--- src/rtl/cnn_stream_pkg.sv ---
// cnn_stream_pkg
// Shared definitions for the CNN stream master slice:
//   - state_e    : master FSM state encoding
//   - DATA_W_DEF : default stream word width
//   - cnt_w()    : width of a counter that must hold the value n
package cnn_stream_pkg;

  localparam int DATA_W_DEF = 32;

  typedef enum logic [2:0] {
    ST_IDLE  = 3'd0,
    ST_SEND  = 3'd1,
    ST_WAIT  = 3'd2,
    ST_DRAIN = 3'd3,
    ST_ERR   = 3'd4
  } state_e;

  // Bits needed to represent 0..n, never less than one bit.
  function automatic int cnt_w(input int n);
    return (n < 1) ? 1 : $clog2(n + 1);
  endfunction

endpackage

--- src/rtl/cnn_stream_if.sv ---
// cnn_stream_if
// Bundles every handshake/status signal of the CNN stream master.
//   host side : start, src_valid/src_ready/src_data,
//               res_valid/res_ready/res_data, busy/done/err
//   core side : valid_in/data_in (to core), valid_out/data_out (from core)
// Modports: master = view of cnn_stream_master, slave = view of the
// host/core environment driving it.
interface cnn_stream_if
  import cnn_stream_pkg::*;
#(
  parameter int DATA_W = DATA_W_DEF
) ();

  logic              start;
  logic              src_valid;
  logic              src_ready;
  logic [DATA_W-1:0] src_data;
  logic              valid_in;
  logic [DATA_W-1:0] data_in;
  logic              valid_out;
  logic [DATA_W-1:0] data_out;
  logic              res_valid;
  logic              res_ready;
  logic [DATA_W-1:0] res_data;
  logic              busy;
  logic              done;
  logic              err;

  modport master (
    input  start, src_valid, src_data, valid_out, data_out, res_ready,
    output src_ready, valid_in, data_in, res_valid, res_data, busy, done, err
  );

  modport slave (
    output start, src_valid, src_data, valid_out, data_out, res_ready,
    input  src_ready, valid_in, data_in, res_valid, res_data, busy, done, err
  );

endinterface

--- src/rtl/cnn_stream_fifo.sv ---
// cnn_stream_fifo
// Synchronous single-clock FIFO holding result words for the host.
// Ports:
//   clk, rst      : clock, synchronous active-high reset
//   flush         : synchronous empty of all contents (wins over push/pop)
//   push, wdata   : write request and data; ignored when full unless a pop
//                   happens in the same cycle
//   pop           : read request; ignored when empty
//   rdata         : current head word
//   full, empty   : occupancy flags
module cnn_stream_fifo
  import cnn_stream_pkg::*;
#(
  parameter int DEPTH = 2,
  parameter int WIDTH = DATA_W_DEF
) (
  input  logic             clk,
  input  logic             rst,
  input  logic             flush,
  input  logic             push,
  input  logic [WIDTH-1:0] wdata,
  input  logic             pop,
  output logic [WIDTH-1:0] rdata,
  output logic             full,
  output logic             empty
);

  localparam int LP_PTR_W = cnt_w(DEPTH - 1);
  localparam int LP_CNT_W = cnt_w(DEPTH);
  // Storage is rounded up to a power of two so any pointer value indexes a
  // real entry; pointers still wrap at DEPTH.
  localparam int LP_MEM_N = 1 << LP_PTR_W;
  localparam logic [LP_PTR_W-1:0] LP_PTR_LAST = LP_PTR_W'(DEPTH - 1);
  localparam logic [LP_CNT_W-1:0] LP_CNT_FULL = LP_CNT_W'(DEPTH);

  logic [WIDTH-1:0]    r_mem [LP_MEM_N];
  logic [LP_PTR_W-1:0] r_wr_ptr;
  logic [LP_PTR_W-1:0] r_rd_ptr;
  logic [LP_CNT_W-1:0] r_count;
  logic                w_push;
  logic                w_pop;

  function automatic logic [LP_PTR_W-1:0] ptr_inc(input logic [LP_PTR_W-1:0] p);
    return (p == LP_PTR_LAST) ? {LP_PTR_W{1'b0}} : p + 1'b1;
  endfunction

  assign full  = (r_count == LP_CNT_FULL);
  assign empty = (r_count == {LP_CNT_W{1'b0}});
  assign rdata = r_mem[r_rd_ptr];

  assign w_pop  = pop && !empty;
  // When full, a same-cycle pop frees the slot the write lands in.
  assign w_push = push && (!full || w_pop);

  // Pointer, occupancy and storage update.
  always_ff @(posedge clk) begin
    if (rst || flush) begin
      r_wr_ptr <= {LP_PTR_W{1'b0}};
      r_rd_ptr <= {LP_PTR_W{1'b0}};
      r_count  <= {LP_CNT_W{1'b0}};
      for (int i = 0; i < LP_MEM_N; i++) begin
        r_mem[i] <= {WIDTH{1'b0}};
      end
    end else begin
      if (w_push) begin
        r_mem[r_wr_ptr] <= wdata;
        r_wr_ptr        <= ptr_inc(r_wr_ptr);
      end
      if (w_pop) begin
        r_rd_ptr <= ptr_inc(r_rd_ptr);
      end
      case ({w_push, w_pop})
        2'b10:   r_count <= r_count + 1'b1;
        2'b01:   r_count <= r_count - 1'b1;
        default: r_count <= r_count;
      endcase
    end
  end

endmodule

--- src/rtl/cnn_stream_master.sv ---
// cnn_stream_master
// Feeds one frame of FRAME_WORDS host words to a CNN core, collects
// RESULT_WORDS result words into a FIFO and hands them to the host.
// Ports:
//   clk   : sole clock, posedge
//   rst_n : synchronous ACTIVE-HIGH reset (historic name kept)
//   bus   : cnn_stream_if.master -- start, src_*, valid_in/data_in,
//           valid_out/data_out, res_*, busy/done/err
// Optional feature: define CNN_STREAM_TIMEOUT_EN to build a WAIT-state
// watchdog that forces ERR after TIMEOUT_CYC cycles with no result word.
// Without it WAIT waits indefinitely.
// done is high in the first IDLE cycle after DRAIN; err is high during the
// single ERR cycle.
module cnn_stream_master
  import cnn_stream_pkg::*;
#(
  parameter int DATA_W       = DATA_W_DEF,
  parameter int FRAME_WORDS  = 784,
  parameter int RESULT_WORDS = 10,
  parameter int TIMEOUT_CYC  = 65535,
  parameter int FIFO_DEPTH   = RESULT_WORDS
) (
  input logic          clk,
  input logic          rst_n,
  cnn_stream_if.master bus
);

  localparam int LP_WORD_W = cnt_w(FRAME_WORDS);
  localparam int LP_RES_W  = cnt_w(RESULT_WORDS);
  localparam logic [LP_WORD_W-1:0] LP_LAST_WORD = LP_WORD_W'(FRAME_WORDS - 1);
  localparam logic [LP_RES_W-1:0]  LP_RES_ALL   = LP_RES_W'(RESULT_WORDS);

  state_e               r_state;
  logic [LP_WORD_W-1:0] r_word_cnt;
  logic [LP_RES_W-1:0]  r_res_cnt;
  logic                 r_overflow;
  logic                 r_src_ready;
  logic                 r_valid_in;
  logic [DATA_W-1:0]    r_data_in;
  logic                 r_busy;
  logic                 r_done;
  logic                 r_err;

  logic w_fifo_full;
  logic w_fifo_empty;
  logic w_fifo_flush;
  logic w_pop;
  logic w_capture_win;
  logic w_push;
  logic w_overflow;
  logic w_timeout;

  // Results are accepted only while the frame is live and still short of
  // RESULT_WORDS; anything beyond is silently ignored.
  assign w_capture_win = ((r_state == ST_SEND) || (r_state == ST_WAIT)) &&
                         (r_res_cnt != LP_RES_ALL) && !r_overflow;
  assign w_pop         = bus.res_ready && !w_fifo_empty;
  assign w_push        = bus.valid_out && w_capture_win && (!w_fifo_full || w_pop);
  assign w_overflow    = bus.valid_out && w_capture_win && w_fifo_full && !w_pop;
  assign w_fifo_flush  = (r_state == ST_ERR);

`ifdef CNN_STREAM_TIMEOUT_EN
  localparam int LP_TMR_W = cnt_w(TIMEOUT_CYC);
  localparam logic [LP_TMR_W-1:0] LP_TMR_LAST = LP_TMR_W'(TIMEOUT_CYC - 1);

  logic [LP_TMR_W-1:0] r_timer;

  // Counts silent WAIT cycles; any result word or leaving WAIT restarts it.
  always_ff @(posedge clk) begin
    if (rst_n) begin
      r_timer <= {LP_TMR_W{1'b0}};
    end else if ((r_state == ST_WAIT) && !bus.valid_out) begin
      r_timer <= r_timer + 1'b1;
    end else begin
      r_timer <= {LP_TMR_W{1'b0}};
    end
  end

  assign w_timeout = (r_state == ST_WAIT) && !bus.valid_out && (r_timer == LP_TMR_LAST);
`else
  assign w_timeout = 1'b0;
`endif

  // Master FSM with all host/core outputs registered alongside the state.
  always_ff @(posedge clk) begin
    if (rst_n) begin
      r_state     <= ST_IDLE;
      r_word_cnt  <= {LP_WORD_W{1'b0}};
      r_res_cnt   <= {LP_RES_W{1'b0}};
      r_overflow  <= 1'b0;
      r_src_ready <= 1'b0;
      r_valid_in  <= 1'b0;
      r_data_in   <= {DATA_W{1'b0}};
      r_busy      <= 1'b0;
      r_done      <= 1'b0;
      r_err       <= 1'b0;
    end else begin
      r_valid_in <= 1'b0;
      r_done     <= 1'b0;
      r_err      <= 1'b0;
      if (w_push) begin
        r_res_cnt <= r_res_cnt + 1'b1;
      end
      if (w_overflow) begin
        r_overflow <= 1'b1;
      end
      case (r_state)
        ST_IDLE: begin
          if (bus.start) begin
            r_state     <= ST_SEND;
            r_word_cnt  <= {LP_WORD_W{1'b0}};
            r_res_cnt   <= {LP_RES_W{1'b0}};
            r_overflow  <= 1'b0;
            r_src_ready <= 1'b1;
            r_busy      <= 1'b1;
          end
        end
        ST_SEND: begin
          if (w_overflow) begin
            r_state     <= ST_ERR;
            r_src_ready <= 1'b0;
            r_busy      <= 1'b0;
            r_err       <= 1'b1;
          end else if (bus.src_valid) begin
            r_valid_in <= 1'b1;
            r_data_in  <= bus.src_data;
            if (r_word_cnt == LP_LAST_WORD) begin
              r_state     <= ST_WAIT;
              r_src_ready <= 1'b0;
            end else begin
              r_word_cnt <= r_word_cnt + 1'b1;
            end
          end
        end
        ST_WAIT: begin
          if (w_overflow || w_timeout) begin
            r_state <= ST_ERR;
            r_busy  <= 1'b0;
            r_err   <= 1'b1;
          end else if (r_res_cnt == LP_RES_ALL) begin
            r_state <= ST_DRAIN;
          end
        end
        ST_DRAIN: begin
          if (w_fifo_empty) begin
            r_state <= ST_IDLE;
            r_busy  <= 1'b0;
            r_done  <= 1'b1;
          end
        end
        ST_ERR: begin
          r_state <= ST_IDLE;
        end
        default: begin
          r_state     <= ST_IDLE;
          r_src_ready <= 1'b0;
          r_busy      <= 1'b0;
        end
      endcase
    end
  end

  cnn_stream_fifo #(
    .DEPTH (FIFO_DEPTH),
    .WIDTH (DATA_W)
  ) u_fifo (
    .clk   (clk),
    .rst   (rst_n),
    .flush (w_fifo_flush),
    .push  (w_push),
    .wdata (bus.data_out),
    .pop   (w_pop),
    .rdata (bus.res_data),
    .full  (w_fifo_full),
    .empty (w_fifo_empty)
  );

  assign bus.src_ready = r_src_ready;
  assign bus.valid_in  = r_valid_in;
  assign bus.data_in   = r_data_in;
  assign bus.res_valid = !w_fifo_empty;
  assign bus.busy      = r_busy;
  assign bus.done      = r_done;
  assign bus.err       = r_err;

endmodule

--- src/flat_wrapper.sv ---
// flat-port wrapper written by rule: the top's interface ports become plain ports
module cnn_stream_master_flat import cnn_stream_pkg::*;
#(
  parameter int DATA_W       = DATA_W_DEF,
  parameter int FRAME_WORDS  = 784,
  parameter int RESULT_WORDS = 10,
  parameter int TIMEOUT_CYC  = 65535,
  parameter int FIFO_DEPTH   = RESULT_WORDS
)
  (clk, rst_n, bus_start, bus_src_valid, bus_src_data, bus_valid_out, bus_data_out, bus_res_ready, bus_src_ready, bus_valid_in, bus_data_in, bus_res_valid, bus_res_data, bus_busy, bus_done, bus_err);
  cnn_stream_if #(.DATA_W(DATA_W)) bus_i ();
  input logic clk;
  input logic rst_n;
  input wire logic [$bits(bus_i.start)-1:0] bus_start;
  input wire logic [$bits(bus_i.src_valid)-1:0] bus_src_valid;
  input wire logic [$bits(bus_i.src_data)-1:0] bus_src_data;
  input wire logic [$bits(bus_i.valid_out)-1:0] bus_valid_out;
  input wire logic [$bits(bus_i.data_out)-1:0] bus_data_out;
  input wire logic [$bits(bus_i.res_ready)-1:0] bus_res_ready;
  output wire logic [$bits(bus_i.src_ready)-1:0] bus_src_ready;
  output wire logic [$bits(bus_i.valid_in)-1:0] bus_valid_in;
  output wire logic [$bits(bus_i.data_in)-1:0] bus_data_in;
  output wire logic [$bits(bus_i.res_valid)-1:0] bus_res_valid;
  output wire logic [$bits(bus_i.res_data)-1:0] bus_res_data;
  output wire logic [$bits(bus_i.busy)-1:0] bus_busy;
  output wire logic [$bits(bus_i.done)-1:0] bus_done;
  output wire logic [$bits(bus_i.err)-1:0] bus_err;
  assign bus_i.start = bus_start;
  assign bus_i.src_valid = bus_src_valid;
  assign bus_i.src_data = bus_src_data;
  assign bus_i.valid_out = bus_valid_out;
  assign bus_i.data_out = bus_data_out;
  assign bus_i.res_ready = bus_res_ready;
  assign bus_src_ready = bus_i.src_ready;
  assign bus_valid_in = bus_i.valid_in;
  assign bus_data_in = bus_i.data_in;
  assign bus_res_valid = bus_i.res_valid;
  assign bus_res_data = bus_i.res_data;
  assign bus_busy = bus_i.busy;
  assign bus_done = bus_i.done;
  assign bus_err = bus_i.err;
  cnn_stream_master #(.DATA_W(DATA_W), .FRAME_WORDS(FRAME_WORDS), .RESULT_WORDS(RESULT_WORDS), .TIMEOUT_CYC(TIMEOUT_CYC), .FIFO_DEPTH(FIFO_DEPTH)) u_core (.clk(clk), .rst_n(rst_n), .bus(bus_i));
endmodule
--- config.mk ---
export PLATFORM = sky130hd
export DESIGN_NAME = cnn_stream_master_flat
export DESIGN_NICKNAME = d
export VERILOG_FILES = /design/src/rtl/cnn_stream_pkg.sv /design/src/rtl/cnn_stream_if.sv /design/src/rtl/cnn_stream_fifo.sv /design/src/rtl/cnn_stream_master.sv /design/src/flat_wrapper.sv
export SDC_FILE = /design/constraint.sdc
export NUM_CORES = 1
export LEC_CHECK = 0
export CORE_ASPECT_RATIO = 0.6
export CORE_MARGIN = 4
export CORE_UTILIZATION = 39
export CTS_BUF_LIST = sky130_fd_sc_hd__clkbuf_16
export DETAILED_ROUTE_END_ITERATION = 12
export GPL_TIMING_DRIVEN = 1
export HOLD_SLACK_MARGIN = 0.02
export PLACE_DENSITY = 0.64
export SYNTH_ARGS = -nofsm -noshare
export SYNTH_HDL_FRONTEND = slang
export SYNTH_SLANG_ARGS = --single-unit
--- constraint.sdc ---
create_clock -name clk -period 7.05 [get_ports clk]
set_clock_uncertainty 0.1 [all_clocks]
set_input_delay 1.7625 -clock clk [delete_from_list [all_inputs] [get_ports clk]]
set_output_delay 1.7625 -clock clk [all_outputs]
set_load 0.03 [all_outputs]
# Word-level counts from Yosys, hierarchy flattened
# Memory sizes are Yosys's and may differ from the RTL's. A register that Yosys moved wholly into a read port is not among the register bits.
# Cells that the tools add are included.
[word_totals]
regBits = 67
ram_bits = 512
in_bits = 70
out_inout_bits = 70
word_cells = 122
memories = 1
[op_classes]
n_addsub = 6
n_eq_ne = 21
n_mux = 43
bitwise = 6
reduce_logical = 32
[memory_table]
columns = ["memory", "words", "word_bits", "read_ports", "rd_clocked_by_memory_dff", "wr", "line_no", "source"]
rows = [
  ["u_core.u_fifo.r_mem", 16, 32, 1, 1, 16, "cnn_stream_fifo.sv:36", "logic [WIDTH-1:0] r_mem [LP_MEM_N];"],
]
[op_table]
columns = ["operator", "n"]
rows = [
  ["two-way mux 10 bit", 4],
  ["two-way mux 32 bit", 1],
  ["two-way mux 4 bit", 8],
  ["OR reduction 32 bit", 1],
  ["two-way mux 3 bit", 7],
  ["case mux 10 bit (2 select lines)", 1],
  ["two-way mux 1 bit", 18],
  ["adder 4 x 1 -> 4 bit, second input constant", 4],
  ["== test 4 bit, second input constant", 4],
  ["case mux 3 bit (4 select lines)", 1],
  ["adder 10 x 1 -> 10 bit, second input constant", 1],
  ["== test 10 bit, second input constant", 1],
  ["AND reduction 5 bit", 2],
  ["logical AND 1 bit", 9],
  ["!= test 3 x 2 -> 1 bit, second input constant", 3],
  ["!= test 2 bit, second input constant", 4],
  ["case mux 4 bit (2 select lines)", 1],
  ["AND reduction 4 bit", 2],
  ["== test 3 x 2 -> 1 bit, second input constant", 2],
  ["NOT 1 bit", 6],
  ["OR reduction 2 bit", 3],
  ["OR reduction 3 bit", 2],
  ["logical NOT 1 bit", 4],
  ["logical NOT 4 bit", 1],
  ["13 further kinds", 18],
]

# Logic depth before layout (Yosys ltp)
# Gate-level depths: netlist of the first run.
[depth]
word_depth = 12
depth_mapped = 14
mapped_depth_nobuf = 13

# Modules after synthesis
# From an unflattened synthesis of the first run, not the netlist that was laid out.
[hier_totals]
cells_unflattened = 1740
hier_area_um2 = 25135.4
[by_module_without_submodules]
columns = ["mod", "n_inst", "cells_each", "area_per_inst_um2", "seq_area_each_um2"]
rows = [
  ["cnn_stream_fifo", 1, 1459, 22824.4, 15695.1],
  ["cnn_stream_master", 1, 281, 2311.0, 1101.1],
]

# Least setup slack after synthesis of the first run
# Ideal clock, no wire load.
[synth_timing]
path_type = "input port to flip-flop"
from = "input port bus_valid_out"
to = "memory u_core.u_fifo.r_mem[6][0] (netlist name) (enable)"
setup_time_ps = 466
t_arrival_ps = 4897
t_required_ps = 6484
path_slack_ps = 1587
path_stages = 4
path_buffers = 0
cell_sequence = "nand2b_1 > a2111oi_4 > nand4bb_2 > o21ai_0"
[synth_rtl]
columns = ["item", "line_no", "source"]
rows = [
  ["from (decl)", "flat_wrapper.sv:17", "input wire logic [$bits(bus_i.valid_out)-1:0] bus_valid_out;"],
  ["to (decl)", "cnn_stream_fifo.sv:36", ""],
]

==> results of run 1 <==
[through the flow]
| step | total power [mW] | setup slack (ns) | util, % | cells | hold WS (ns) |
|---|---|---|---|---|---|
| CTS | 9.210 | 1.282 | 46.11 | 2713 | 0.3570 |
| floorplan | 5.617 | 1.587 | - | 1703 | 0.3443 |
| finish | 9.135 | 1.393 | 46.12 | 2717 | 0.3546 |
| detailed placement | 6.400 | 1.353 | 43.58 | 2617 | 0.3479 |
| global placement | 6.368 | 1.364 | 43.53 | 2616 | 0.3426 |
| global route | 9.481 | 1.196 | 46.11 | 2713 | 0.3762 |
[final cells by class]
type | count | area share (%)
flip-flops and latches | 583 | 55.87
multi-input cells | 971 | 29.31
clock inverters | 40 | 0.8318
diodes | 4 | 0.03327
well taps | 888 | 3.693
inverters | 9 | 0.1123
clock buffers | 56 | 4.658
repair buffers | 166 | 5.490
[worst min-delay path by stage]
stage / depth (start not counted) / slack [ns] / endpoint / from
2_1_floorplan: 2 / 0.34 / u_core.r_word_cnt[1] / u_core.r_word_cnt[1]
3_3_place_gp: 2 / 0.34 / u_core.bus.data_in[21] / u_core.bus.data_in[21]
3_5_place_dp: 2 / 0.35 / u_core.bus.data_in[26] / u_core.bus.data_in[26]
4_1_cts: 2 / 0.36 / u_core.bus.data_in[26] / u_core.bus.data_in[26]
5_1_grt: 2 / 0.38 / u_core.bus.data_in[20] / u_core.bus.data_in[20]
6_report: 2 / 0.35 / u_core.bus.data_in[12] / u_core.bus.data_in[12]
[layer usage]
layer	up-vias	GRT usage, %	wire length [um]
met4	0	4.317	1362
met1	7728	29.40	31200
li1	6404	-	-
met2	622	28.02	30080
met5	-	0	0
met3	102	4.531	6467
[cell families after synthesis]
| logic type | synth area share (%) |
|---|---|
| AOI/OAI and AO/OA | 2.143 |
| xor gates and xnor gates | 0.5393 |
| adders and majority gates | 0.2889 |
| buffers and inverters | 2.465 |
| DFF | 64.64 |
| muxes | 13.91 |
| and+or+nand+nor | 16.02 |
[flip-flops by register name, indices dropped and copies added (netlist names), named ones only]
| register | flops |
|---|---|
| u_core.u_fifo.r_mem | 512 |
| u_core.bus.data_in | 32 |
| u_core.r_word_cnt | 10 |
| u_core.r_res_cnt | 4 |
| u_core.u_fifo.r_count | 4 |
| u_core.u_fifo.r_rd_ptr | 4 |
| u_core.u_fifo.r_wr_ptr | 4 |
| u_core.r_state | 3 |
| u_core.bus.busy | 1 |
| u_core.bus.done | 1 |
| u_core.bus.err | 1 |
| u_core.bus.src_ready | 1 |
| u_core.bus.valid_in | 1 |
| u_core.r_overflow | 1 |
[power breakdown]
part | switching [mW] | internal [mW] | total, mW
combinational | 1.16 | 0.990 | 2.16
clock | 1.29 | 1.54 | 2.82
sequential | 0.192 | 3.96 | 4.16
total | 2.65 | 6.49 | 9.14
[critical path, stage by stage, from the launching register on]
cell and delay (ns):
dfxtp_4 0.89, buf_4 0.44, mux4_2 0.58, mux4_2 0.58
clkdlybuf4s50_1 0.63
[cell usage in the layout, fill, tap and decap left out, drive strengths merged, types with 3 or more instances in the layout]
| master | n |
|---|---|
| nand2 | 71 |
| diode | 4 |
| xor2 | 10 |
| nand2b | 9 |
| o21ai | 20 |
| and2 | 516 |
| dfxtp | 71 |
| bufinv | 3 |
| clkbuf | 56 |
| clkdlybuf4s50 | 139 |
| a311oi | 3 |
| nor2b | 6 |
| or3 | 3 |
| clkinv | 15 |
| xnor2 | 6 |
| and3 | 4 |
| a31oi | 5 |
| nand3 | 10 |
| mux4 | 160 |
| ha | 6 |
| a21oi | 51 |
| nor4b | 3 |
| nor3 | 8 |
| nand4b | 4 |
| inv | 31 |
| nor2 | 40 |
| edfxtp | 512 |
| buf | 27 |
| nand4 | 9 |
==> metrics, run 1 <==
FF-to-FF Start u_core.r_res_cnt[0]; hold_buf cts 0; clock slew at reported path FFs approximately 0.070 ns; synth unique cells 56; vias per std cell 5.468; final WL between 60000 and 70000 um; CTS HTree Levels 2; leakage power roughly 10 nW; synthesized area ~0.026 mm2; Die ar. roughly 0.071 mm2; top cell type's share of synthesized area 59.17%; prevailing post-synth register cell edfxtp_1; Worst Hold Class reg -> reg; GRT Residual Overflow 0; root buffer cell clkbuf_16; CP arrival between 3 and 4 ns; RePlAce Congestion between 0.7 and 0.8; Detail Route Antenna Nets 0; sequential area share after synthesis ~65%; per-cell routed wire length 25.44 um; multi-input logic area slightly below 0.009 mm2; DRC errors left 0; area post-placement between 0.02 and 0.03 mm2; Tmin final between 5 and 6 ns; Post-synth EDFFs between 500 and 600; clk sinks ~580; Final Hold Viols 0; syn nets between 1500 and 2000; Die Wd 341.2 um; core area 0.06522 mm2; slew at the pin closest to its max-slew limit 1.373 ns; clk buf depth 3; fill cell count around 5600; average size of a mapped cell between 15 and 20 um2; Seq. cell area around 0.017 mm2; synthesis warning total 0; vias in the first global route approximately 15000; global-route wire length before repair ~100000 um; initial antenna violation count 4; CTS tree built; number of detailed-route iterations in the first pass 5; TritonCTS Buffers 54; CP endpoint kind output port; Setup TNS 0 ns; first-iteration detailed-routing DRC count approximately 1700; crit path to bus_res_data[31]; r2r setup slk a little under 3 ns; overall routing resource usage 19.27%; Critical Path RT 5.19 ns; worst vdd ir approximately 0.18 mV; # nets final about 1900; Clk Latency, worst-skew pair between 0.6 and 0.7 ns; dominant cell type by area after synthesis edfxtp_1; PwrDens ~300 mW/mm2; ratio of cells with drive above 1 in the final layout approximately 17%; port buffer count ~140; Initial Util between 30% and 40%; Synth Instances about 1700; Final Max Tran Viols 0; critical path launch point type register; CTS-repair resized insts 0; synthesis-to-layout area growth 15.78%; CP max FO 37; FMAX 176.8 MHz; row count between 70 and 80; Slew Limit Headroom just over 8%; FF-to-FF path depth 9; top post-synthesis cells by area edfxtp_1 59%, mux4_2 14%, and2_1 12%, dfxtp_1 5.5%, clkbuf_1 1.1%; I/O Pins 140; synth cell count leaders 515 x and2_1, 512 x edfxtp_1, 160 x mux4_2, 73 x clkbuf_1; status finished clean; Async SR Flop Fraction 0%; DP Wirelength 41320 um; Crit Path Class reg -> out; Die Ht ~210 um; largest net degree at the start of global routing 54; count leader, synth and2_1; Post-CTS Setup Bufs 0; Final period util about four fifths; final non-filler cell area around 0.030 mm2; Synth Register Bits slightly below 600; RSZ-0062 raised after global routing false; DR vias 14860; end of the worst register-to-register path u_core.u_fifo.r_mem[8][29]; setup violators final 0; Max Cap Violations 0
Power figures use the tool's default switching activity.
==> run 2, diff against run 1 <==
Clock period 7.05 ns to 5.4 ns, I/O delays scaled along.
==> run 2 against run 1 <==
Net effect:
- flip-flop and latch count did not move
- first-iteration DRC count grew 4.4%
- sequential power grew 29%
- critical endpoint is now bus_res_data[1]
==> metrics, run 2 (synthesis gave the netlist of run 1 again) <==
status finished clean; port buffer count 139 (unchanged); worst vdd ir 0.2538 mV (+42%); Crit Path Class reg -> out; I/O Pins 140 (unchanged); Die ar. 0.07095 mm2 (unchanged); Clk Latency, worst-skew pair 0.61 ns (about the same); root buffer cell clkbuf_16; FMAX between 200 and 250 MHz; largest net degree at the start of global routing 55 (+1.9%); core area 0.06522 mm2 (unchanged); DR vias 15090 (+1.6%); Final period util between 90% and 100%; clock slew at reported path FFs 0.07 ns (about the same); setup violators final 0 (unchanged); worst-path cell chain buf_4, mux4_2, mux4_2, clkdlybuf4s50_1; # nets final 1885 (+1.3%); CP max FO 23 (-38%); Max Cap Violations 0 (unchanged); fill cell count 5628 (-0.28%); overall routing resource usage 19.59% (+0.32 points); synthesis-to-layout area growth 16.96%; Slew Limit Headroom 26.67% (+19 points); FF-to-FF Start u_core.r_res_cnt[0]; CTS tree built; Biggest register u_core.u_fifo.r_mem; per-cell routed wire length 25.51 um (+0.28%); ratio of cells with drive above 1 in the final layout 18.01% (+1.2 points); PwrDens 392.8 mW/mm2 (+29%); DP Wirelength 39400 um (-4.6%); hold_buf cts 0 (unchanged); final hold slack 0.3526 ns (-0.001938 ns); Detail Route Antenna Nets 0 (unchanged); leakage power 10.51 nW (+1.2%); Setup TNS 0 ns (unchanged); GRT Residual Overflow 0 (unchanged); met2 GRT Util 29.42% (+1.4 points); Die Ht 207.9 um (unchanged); first-iteration detailed-routing DRC count 1751 (+4.4%); CP arrival 3.48 ns (-0.31 ns); final WL 69950 um (+1.2%); Die Wd 341.2 um (unchanged); clk buf depth 3 (unchanged); Tmin final a little under 5 ns; CTS-repair resized insts 0 (unchanged); Initial Util 39.84% (unchanged); commonest non-fill, non-tap cell in the layout and2_1; crit-path most repeated cell mux4_2; initial antenna violation count 3 (-1); Slowest-stage cell, CP dfxtp_4; vias per std cell 5.503 (+0.65%); RSZ-0062 raised after global routing false; register share of total power 45.1% (-0.4 points); Worst Hold Class reg -> reg; TritonCTS Buffers 54 (unchanged); Critical Path RT 3.95 ns (-1.24 ns); Clock power frac 31.2% (+0.3 points); CTS HTree Levels 2 (unchanged); delay of the slowest critical-path stage 0.69 ns (-0.20 ns); Final Max Tran Viols 0 (unchanged); clk sinks 583 (unchanged); met3 Resource Use GR 4.139% (-0.39 points); met1 Use GR 29.62% (+0.22 points); Post-CTS Setup Bufs 0 (unchanged); vias in the first global route 15370 (+3.4%); CP endpoint kind output port; critical path launch point type register; slew at the pin closest to its max-slew limit 1.100 ns (-0.2726 ns); min-delay src u_core.bus.data_in[22]; most frequent cells in the layout 515 x and2_1, 512 x edfxtp_1, 160 x mux4_2, 139 x clkdlybuf4s50_1, 71 x nand2_1; RePlAce Congestion 0.7722 (-2.2%); Comb power frac 23.7% (about the same); DRC errors left 0 (unchanged); Internal 8.517 mW (+31%); number of detailed-route iterations in the first pass 7 (+2); Most Crowded Layer GR met1; P_sw 3.420 mW (+29%); switching share of total power 28.65% (-0.31 points); max FFs per register 512 (unchanged); row count 72 (unchanged); Final Hold Viols 0 (unchanged); global-route wire length before repair 103100 um (+1.8%)
==> run 2: final cells by class <==
cell class | instances | area (um2) | share of cell area, %
diodes | 5 | 12.51 | 0.04117
clock buffers | 55 | 1376 | 4.529
clock inverters | 41 | 296.5 | 0.9757
inverters | 9 | 33.78 | 0.1112
multi-input cells | 971 | 8818 | 29.02
flip-flops and latches | 583 | 16810 | 55.30
well taps | 888 | 1111 | 3.656
repair buffers | 190 | 1937 | 6.373
==> run 2: through the flow <==
step | utilization, % | setup slack, ns | power, mW | cells | cell area, um2
after floorplan | - | 0.3497 | 7.334 | 1703 | 25980
after global placement | 44.01 | 0.8557 | 8.292 | 2641 | 28710
after detailed placement | 44.01 | 0.8596 | 8.333 | 2641 | 28710
after CTS | 46.58 | 0.3766 | 12.04 | 2737 | 30380
after global routing | 46.59 | 0.2894 | 12.42 | 2739 | 30380
final | 46.60 | 0.4696 | 11.94 | 2742 | 30390
==> run 2: path summary, 6_finish.rpt <==
kind	endpoint	slack [ns]	depth (start not counted)
worst min-delay path	u_core.bus.data_in[22]	0.35	2
worst min register to register	u_core.bus.data_in[22]	0.35	2
worst max-delay path	bus_res_data[1]	0.47	4
worst max register to register	u_core.u_fifo.r_mem[0][23]	2.07	8
==> run 2: power by group through the flow <==
stage | logic (mW) | clock network [mW] | registers [mW]
floorplan | 1.90 | 0 | 5.44
CTS | 2.87 | 3.79 | 5.38
global placement | 2.83 | 0 | 5.46
finish | 2.83 | 3.72 | 5.38
detailed placement | 2.86 | 0 | 5.48
global route | 3.02 | 3.98 | 5.42
==> run 2: critical path: cells and delay by family (launching register included) <==
family / cells / cell delay [ns]
buffers and inverters: 2 / 1.05
DFF: 1 / 0.69
muxes: 2 / 1.12
==> run 2: metal layers <==
layer | wire [um] | share of wire [%] | vias to the layer above
met3 | 6252 | 8.9 | 78
met1 | 30930 | 44 | 7882
met2 | 31620 | 45 | 659
met5 | 0 | 0 | -
met4 | 1136 | 1.6 | 0
li1 | - | - | 6471
==> run 3, diff against run 2 <==
--- a/config.mk
+++ b/config.mk
@@ -14,5 +14,7 @@
 export HOLD_SLACK_MARGIN = 0.02
 export PLACE_DENSITY = 0.64
+export SETUP_SLACK_MARGIN = 0.05
 export SYNTH_ARGS = -nofsm -noshare
 export SYNTH_HDL_FRONTEND = slang
+export SYNTH_HIERARCHICAL = 1
 export SYNTH_SLANG_ARGS = --single-unit
==> constraint.sdc (replaced) <==
create_clock -name clk -period 5.4 [get_ports clk]
set_clock_uncertainty 0.1 [all_clocks]
set_input_delay 1.35 -clock clk [delete_from_list [all_inputs] [get_ports clk]]
set_output_delay 1.35 -clock clk [all_outputs]
set_load 0.1 [all_outputs]
==> run 3 against run 2 <==
Net effect:
- die area shrank 3.2%
- setup slack gained 0.46 ns
- worst hold slack lost 0.0018 ns
- sequential share of layout area grew 2.6 points
- count of clock-buffer cells in the layout shrank 1
- first-iteration DRC count grew 5.9%
- area after synthesis shrank 3.3%
- final area shrank 4.4%
- flip-flop and latch count is the same
- global-route usage grew 0.15 points
- clock power grew 2%
- critical path depth is the same
- critical endpoint is now bus_res_data[30]
- highest routed layer unchanged
==> metrics, run 3 <==
Tmin final 4.470 ns (-0.4604 ns); average size of a mapped cell 14.45 um2 (-5.3%); Post-synth EDFFs 512 (unchanged); sequential area share after synthesis 66.82% (+2.2 points); Compound-Gate Fraction of Synth Area 2.001% (-0.14 points); Biggest register u_core/u_fifo/r_mem; global-route wire length before repair 100700 um (-2.3%); ratio of cells with drive above 1 in the final layout 16.41% (-1.6 points); number of detailed-route iterations in the first pass 6 (-1); critical path launch point type register; core area 0.06325 mm2 (-3.0%); Worst Hold Class reg -> reg; Placed Cells 2622 (-0.72%); Clk Latency, worst-skew pair 0.60 ns (about the same); max FFs per register 512 (unchanged); Die Wd 335.7 um (-1.6%); slew at the pin closest to its max-slew limit 1.155 ns (+0.05555 ns); row count 71 (-1.4%); commonest non-fill, non-tap cell in the layout nor2_1; clk sinks 583 (unchanged); synthesis warning total 6 (+6); CP max FO 29 (+26%); Post-Layout Cell Count 2722 (-0.73%); Post-CTS Setup Bufs 0 (unchanged); largest family of logic cells by synthesized area multiplexers; most frequent cells in the layout 534 x nor2_1, 512 x edfxtp_1, 110 x mux4_2, 107 x clkdlybuf4s50_1, 107 x nand2_1; port buffer count 139 (unchanged); DR vias 15450 (+2.4%); # nets final 1914 (+1.5%); RSZ-0062 raised after global routing false; count leader, synth nor2_1; root buffer cell clkbuf_16; DRC errors left 0 (unchanged); Initial Util 39.74% (-0.099 points); status finished clean; delay of the slowest critical-path stage 0.71 ns (+0.02 ns); final WL 67940 um (-2.9%); Synth Instances 1740 (+2.2%); mux cell area share after synthesis 15.32% (+1.4 points); Max Cap Violations 0 (unchanged); clock slew at reported path FFs 0.07 ns (about the same); worst vdd ir 0.2312 mV (-8.9%); setup violators final 0 (unchanged); synth cell count leaders 535 x nor2_1, 512 x edfxtp_1, 123 x nand2_1, 110 x mux4_2, 71 x dfxtp_1; worst-path cell chain buf_4, mux4_2, mux4_2, buf_4; worst hold path cell count 2 (unchanged); CTS HTree Levels 2 (unchanged); CP endpoint kind output port; Setup TNS 0 ns (unchanged); Final Max Tran Viols 0 (unchanged); Post-Synth Simple-Gate Area 11.92% (-4.1 points); r2r setup slk 2.08 ns (about the same); Detail Route Antenna Nets 0 (unchanged); per-cell routed wire length 24.96 um (-2.2%); CTS tree built; dominant cell type by area after synthesis edfxtp_1; PwrDens 395.0 mW/mm2 (+0.57%); Die Ht 204.6 um (-1.6%); Async SR Flop Fraction 0% (unchanged); end of the worst register-to-register path u_core/u_fifo/r_mem[4][19]; synthesized area 0.02514 mm2 (-3.3%); GRT Residual Overflow 0 (unchanged); vias in the first global route 15050 (-2.1%); DP Wirelength 40180 um (+2.0%); Die ar. 0.06871 mm2 (-3.2%); Slowest-stage cell, CP dfxtp_4; clk buf depth 3 (unchanged); top post-synthesis cells by area edfxtp_1 61%, mux4_2 9.9%, nor2_1 8.0%, dfxtp_1 5.7%, mux4_1 5.2%; leakage power 9.807 nW (-6.7%); CP arrival 3.02 ns (-0.46 ns); CTS-repair resized insts 0 (unchanged); FMAX 223.7 MHz (+10%); Synth Register Bits 583 (unchanged); I/O Pins 140 (unchanged); overall routing resource usage 19.74% (+0.15 points); Critical Path RT 3.95 ns (about the same); FF-to-FF path depth 8 (unchanged); adder-cell share of the synthesized area 0.3285% (+0.040 points); synthesis-to-layout area growth 15.56%; prevailing post-synth register cell edfxtp_1; top cell type's share of synthesized area 61.17% (+2.0 points); Hold EP u_core/bus.data_in[18]; RePlAce Congestion 0.7858 (+1.8%); largest net degree at the start of global routing 62 (+13%); initial antenna violation count 0 (-3); min-delay src u_core/bus.data_in[18]; xor/xnor cell area share of the yosys netlist 0.3484% (-0.19 points); ANT cells 0 (-5); syn nets 1816 (+2.1%); FF-to-FF Start u_core/r_state[0]; hold_buf cts 0 (unchanged); synth unique cells 58 (+3.6%); Final period util 82.78% (-8.5 points); Crit Path Class reg -> out; vias per std cell 5.677 (+3.2%); first-iteration detailed-routing DRC count 1855 (+5.9%); TritonCTS Buffers 53 (-1.9%); Final Hold Viols 0 (unchanged); Slew Limit Headroom 22.97% (-3.7 points)
==> run 3: cell count changes in the layout (fill, tap and decap cells not counted), moves of 16 or more <==
cell             previous run  this run
mux4_2                    160       110
buf_4                      38        69
clkdlybuf4s50_1           139       107
mux4_1                      0        50
nor2_1                     27       534
nand2_2                     0        16
nand2_1                    71       107
and2_1                    515         3
==> run 3: cells by family after synthesis <==
| logic type | after synthesis |
|---|---|
| AND/OR/NAND/NOR | 732 |
| flip-flops | 583 |
| multiplexers | 166 |
| buffers and inverters | 160 |
| AO/OA/AOI/OAI | 83 |
| XOR/XNOR | 10 |
| adder cells (fa/ha/maj) | 6 |
==> run 3: area by class of cell <==
class,instances,area [um2]
Multi-Input combinational cell,997,7584
Clock inverter,46,370.4
Timing Repair Buffer,188,1829
Fill cell,5504,34200
Tap cell,839,1050
Inverter,15,56.30
Sequential cell,583,16810
Clock buffer,54,1351
==> run 3: power breakdown <==
part           switching [mW]  internal (mW)
combinational            1.70          0.687
sequential              0.136           5.18
clock                    1.70           2.07
==> run 3: stage by stage <==
step | power (mW) | instance area, um2 | utilization (%) | setup WS (ns) | hold WS [ns]
2_1_floorplan | 7.146 | 25140 | - | 0.9648 | 0.3222
3_3_place_gp | 7.767 | 27330 | 43.20 | 1.026 | 0.3327
3_5_place_dp | 7.804 | 27330 | 43.20 | 0.9837 | 0.3468
4_1_cts | 11.56 | 29050 | 45.92 | 0.9172 | 0.3559
5_1_grt | 11.88 | 29050 | 45.92 | 0.8656 | 0.3726
6_report | 11.47 | 29050 | 45.92 | 0.9301 | 0.3508
==> run 3: per-layer routing <==
| layer | global-route usage (%) | part of all wire, % | vias to the layer above |
|---|---|---|---|
| li1 | - | - | 6587 |
| met1 | 30.31 | 45 | 8015 |
| met2 | 29.01 | 44 | 772 |
| met3 | 4.757 | 9.8 | 79 |
| met4 | 3.238 | 1.4 | 0 |
| met5 | 0 | 0 | - |
==> run 3: how the worst max path moves through the flow <==
stage | from | cells after the start | endpoint
2_1_floorplan | bus_valid_out | 8 | u_core/u_fifo/r_mem[7][0]
4_1_cts | register | 4 | bus_res_data[30]
3_3_place_gp | bus_valid_out | 11 | u_core/u_fifo/r_count[3]
5_1_grt | register | 4 | bus_res_data[26]
6_report | register | 4 | bus_res_data[30]
3_5_place_dp | bus_valid_out | 9 | u_core/u_fifo/r_mem[4][10]
==> run 3: critical path: cells and delay by family, from the launching register on <==
family	cells	cell delay, ns
multiplexers	2	0.94
buffers and inverters	2	0.75
flip-flops	1	0.71
